### config.mk
export PLATFORM = sky130hd
export DESIGN_NAME = pipe_barrel_shifter
export DESIGN_NICKNAME = d
export VERILOG_FILES = /design/src/rtl/pipe_barrel_shifter.sv
export SDC_FILE = /design/constraint.sdc
export NUM_CORES = 1
export LEC_CHECK = 0
export BUFFER_PORTS_ARGS = -buffer_cell sky130_fd_sc_hd__buf_2
export CAP_MARGIN = 25
export CORE_MARGIN = 1
export CORE_UTILIZATION = 30
export DETAILED_ROUTE_END_ITERATION = 6
export SLEW_MARGIN = 30
export SYNTH_ARGS = -nofsm -noshare
export SYNTH_HDL_FRONTEND = slang
export SYNTH_SLANG_ARGS = --single-unit
### constraint.sdc
create_clock -name clk -period 4.5 [get_ports clk]
set_clock_uncertainty 0.1 [all_clocks]
set_input_delay 0 -clock clk [delete_from_list [all_inputs] [get_ports clk]]
set_output_delay 0 -clock clk [all_outputs]
set_load 0.005 [all_outputs]
### src/rtl/pipe_barrel_shifter.sv
// Pipelined logarithmic barrel shifter: one registered stage per shift-count bit,
// largest step first, with a single global advance enable for backpressure.
module pipe_barrel_shifter #(
    parameter  int WIDTH = 8,
    localparam int SHW   = $clog2(WIDTH)
) (
    input  logic             clk,
    input  logic             rst_n,
    input  logic             in_valid,
    output logic             in_ready,
    input  logic [WIDTH-1:0] in_data,
    input  logic [SHW-1:0]   in_count,
    input  logic [2:0]       in_mode,
    output logic             out_valid,
    input  logic             out_ready,
    output logic [WIDTH-1:0] out_data
);

    typedef enum logic [2:0] {
        MODE_LSL = 3'b000,
        MODE_LSR = 3'b001,
        MODE_ASR = 3'b010,
        MODE_ROL = 3'b011,
        MODE_ROR = 3'b100
    } mode_e;

    // One fixed-size step; reserved modes pass the operand through untouched.
    function automatic logic [WIDTH-1:0] shift_step(input logic [WIDTH-1:0] d,
                                                    input logic [2:0]       mode,
                                                    input int               amt);
        logic [WIDTH-1:0] r;
        case (mode)
            MODE_LSL: r = d << amt;
            MODE_LSR: r = d >> amt;
            MODE_ASR: r = $signed(d) >>> amt;
            MODE_ROL: r = (d << amt) | (d >> (WIDTH - amt));
            MODE_ROR: r = (d >> amt) | (d << (WIDTH - amt));
            default:  r = d;
        endcase
        return r;
    endfunction

    logic [WIDTH-1:0] st_data  [SHW];
    logic [SHW-1:0]   st_count [SHW];
    logic [2:0]       st_mode  [SHW];
    logic [SHW-1:0]   st_valid;

    logic [WIDTH-1:0] src_data  [SHW];
    logic [SHW-1:0]   src_count [SHW];
    logic [2:0]       src_mode  [SHW];
    logic [SHW-1:0]   src_valid;
    logic [WIDTH-1:0] stp_data  [SHW];

    logic adv;

    assign adv       = !st_valid[SHW-1] || out_ready;
    assign in_ready  = adv;
    assign out_valid = st_valid[SHW-1];
    assign out_data  = st_data[SHW-1];

    always_comb begin
        src_data[0]  = in_data;
        src_count[0] = in_count;
        src_mode[0]  = in_mode;
        src_valid[0] = in_valid;
        for (int k = 1; k < SHW; k++) begin
            src_data[k]  = st_data[k-1];
            src_count[k] = st_count[k-1];
            src_mode[k]  = st_mode[k-1];
            src_valid[k] = st_valid[k-1];
        end
        for (int k = 0; k < SHW; k++) begin
            if (src_count[k][SHW-1-k])
                stp_data[k] = shift_step(src_data[k], src_mode[k], 1 << (SHW - 1 - k));
            else
                stp_data[k] = src_data[k];
        end
    end

    // NOTE: only the valid bits and the output data are reset; the inner stage
    // data is qualified by its valid bit, so it simply holds during reset.
    always_ff @(posedge clk) begin
        if (!rst_n) begin
            st_valid       <= '0;
            st_data[SHW-1] <= '0;
        end else if (adv) begin
            for (int k = 0; k < SHW; k++) begin
                st_data[k]  <= stp_data[k];
                st_count[k] <= src_count[k];
                st_mode[k]  <= src_mode[k];
                st_valid[k] <= src_valid[k];
            end
        end
    end

endmodule

==> run summary <==
Lkg Pwr: 0.887 nW
HPWL Detailed: 2460 µm
Sink Count: 36
largest net degree at the start of global routing: 26
Crit Path Category: primary input to flip-flop
share of the synthesized area in the top cell type: 50.4%
sequential-to-total area share from yosys stat: 53.5%
top-count cell post-synth: edfxtp_1
worst setup path endpoint: st_data[0][2]
ANT cells: 0
largest stage delay on the critical path: 0.54 ns
Synth warnings: 0
initial antenna violation count: 0
unrepaired setup endpoints after global routing: false
global-route wire length before repair: 6220 µm
Internal Pwr Total: 566 µW
mapped cell area: 1960 µm²
row count: 29
Core Area: 6350 µm²
Die W: 82.9 µm
CTS Root Cell: clkbuf_8
grt met1 use: 12.2%
status: completed
Worst path slowest cell: dlygate4sd3_1
Total Die Area: 6880 µm²
Clock power frac: 28.9%
Final #Nets: 240
GR Util met3: 4.47%
biggest area consumer among synthesized cells: edfxtp_1
grt ovf: 0
Comb pwr share: 15.4%
Num CTS Buffers: 5
Final ANT Viol Nets: 0
ys async rst share: 0%
final WL: 3620 µm
P per Cell Area: 314 nW/µm²
worst skew pair latency: 0.29 ns
Crit path top cell by count: dlygate4sd3_1
clock buffer depth: 2
Setup TNS: 0 ns
Synth cell types: 39
overall routing resource usage: 11.0%
GR Util met2: 19.2%
CTS tree: yes
initial core utilization: 30.9%
Fmax: 0.490 GHz
Top FF cell, synth: edfxtp_1
Final setup viols: 0
R2R Path End: st_data[0][4]
I/O Pins: 28
worst r2r src: st_valid[2]
max-slew violations: 0
Worst VDD drop: 0.000175 V
CP startpoint kind: primary input
Vias/cell: 5.16
Yosys reg bits: 36
Reg clk slew, reported paths: 0.07 ns
GP Congestion: 0.829
max-cap viol count: 0
number of global-route vias before repair: 1407
Sw Ratio: 26.1%
DRC Markers: 0
Syn Inst Count: 177
Most Crowded Layer GR: met2
register share of total power: 55.6%
Synthesized Nets: 195
Die Y-Extent: 82.9 µm
vias: 1549
top cells by area, synth: edfxtp_1 50%, a21oi_1 5.6%, a31oi_1 3.5%
Worst Hold Class: primary input to flip-flop
Period minus WS final: 2.04 ns
H-Tree Level Count: 2
CP required: 4.45 ns
area grow syn2layout: 24.1%
CTS resizes: 0
share of cells above drive strength 1: 17.0%
routed len/inst: 12.1 µm
R2R depth: 4
P_sw: 200 µW
Hold-fix buffers, CTS: 19
CP Max Fanout: 9
synth cell count leaders: 33 x edfxtp_1, 22 x a21oi_1, 11 x a31oi_1, 11 x nand2_1, 10 x o21ai_0
Final Hold Viols: 0
Pwr Total: 766 µW
R2R setup slack: 2.47 ns
Slew @ Worst Pin: 0.883 ns
part of the cycle the worst path needs: 45.4%
Slew headroom: 41.1%
CP Cell Sequence: dlygate4sd3_1 > buf_2 > nor2_1 > a21oi_1 > a221o_1 > dlygate4sd3_1
I/O Buffers: 27
CP endpoint kind: flip-flop
Critical path origin: in_mode[1]
Post-synth EDFFs: 33
Iter 0 DRT Violations: 31
CP arrival: 1.99 ns
Mapped Avg Cell Area: 11.1 µm²
DRT Pass-1 Iters: 4
Post CTS Setup Buffer Count: 0
how the worst min path moves through the flow:
stage	startpoint	slack, ns	end	cells past startpoint
global route	in_data[0]	0.03	st_data[0][4]	3
finish	in_data[7]	0.009	st_data[0][7]	3
global placement	in_count[1]	0.08	st_count[0][1]	1
CTS	in_data[7]	0.01	st_data[0][7]	3
detailed placement	in_count[1]	0.08	st_count[0][1]	1
floorplan	in_count[0]	-0.001	st_count[0][0]	0
sequential cells by signal (all words and copies together), names as in the netlist:
name	cells
st_valid	3
st_mode	6
st_count	3
st_data	24
layout by cell type (no fill, tap or decap), types with 3 or more instances in the layout:
cell           count
a2111oi_1          5
a21oi_1           22
a221o_1            4
a31oi_1           11
buf_2             27
clkbuf_8           5
dfxtp_1            3
dlygate4sd3_1     19
edfxtp_1          33
inv_1              5
mux2i_1            6
nand2_1           11
nand3b_1           9
nand4b_1           3
nor2_1             8
nor2b_1            5
o211ai_1           7
o21ai_0           10
metal layers:
| layer | wire length [µm] | up-vias |
|---|---|---|
| li1 | - | 790 |
| met1 | 1630 | 706 |
| met2 | 1760 | 44 |
| met3 | 163 | 9 |
| met4 | 63 | 0 |
| met5 | 0 | - |
cells by family (layout without fill, tap and decap cells):
family,count (synthesis),in the layout,synth area share (%)
compound gates,69,69,22.9
simple gates,48,48,14.5
flops,36,36,53.5
buf+inv,13,59,2.55
mux,8,8,4.20
xor+xnor,3,3,2.29
area by class of cell:
type | count | area [µm²]
Clock buffer | 5 | 68.8
Clock inverter | 3 | 13.8
Fill cell | 599 | 3910
Inverter | 5 | 18.8
Multi-Input combinational cell | 128 | 863
Sequential cell | 36 | 1050
Tap cell | 77 | 96.3
Timing Repair Buffer | 46 | 325
critical path, delay by kind of cell:
| family | cells | cell delay (ns) |
|---|---|---|
| buffers and inverters | 3 | 1.22 |
| AND/OR/NAND/NOR | 1 | 0.41 |
| AO/OA/AOI/OAI | 2 | 0.36 |
power by group through the flow:
stage	Combinational [mW]	Sequential [mW]	Clock (mW)
after CTS	0.118	0.425	0.227
after floorplan	0.0772	0.423	0
after global routing	0.133	0.430	0.241
final	0.118	0.426	0.222
after global placement	0.102	0.433	0
after detailed placement	0.103	0.433	0
stage by stage:
step / hold slack (ns) / area, µm² / instances / utilization [%] / setup WS, ns
2_1_floorplan: -0.00113 / 1960 / 177 / - / 2.73
3_3_place_gp: 0.0792 / 2160 / 273 / 34.1 / 2.49
3_5_place_dp: 0.0787 / 2160 / 273 / 34.1 / 2.46
4_1_cts: 0.00960 / 2440 / 300 / 38.4 / 2.44
5_1_grt: 0.0263 / 2440 / 300 / 38.4 / 2.32
6_report: 0.00938 / 2440 / 300 / 38.4 / 2.46
(Power assumes the default switching activity.)
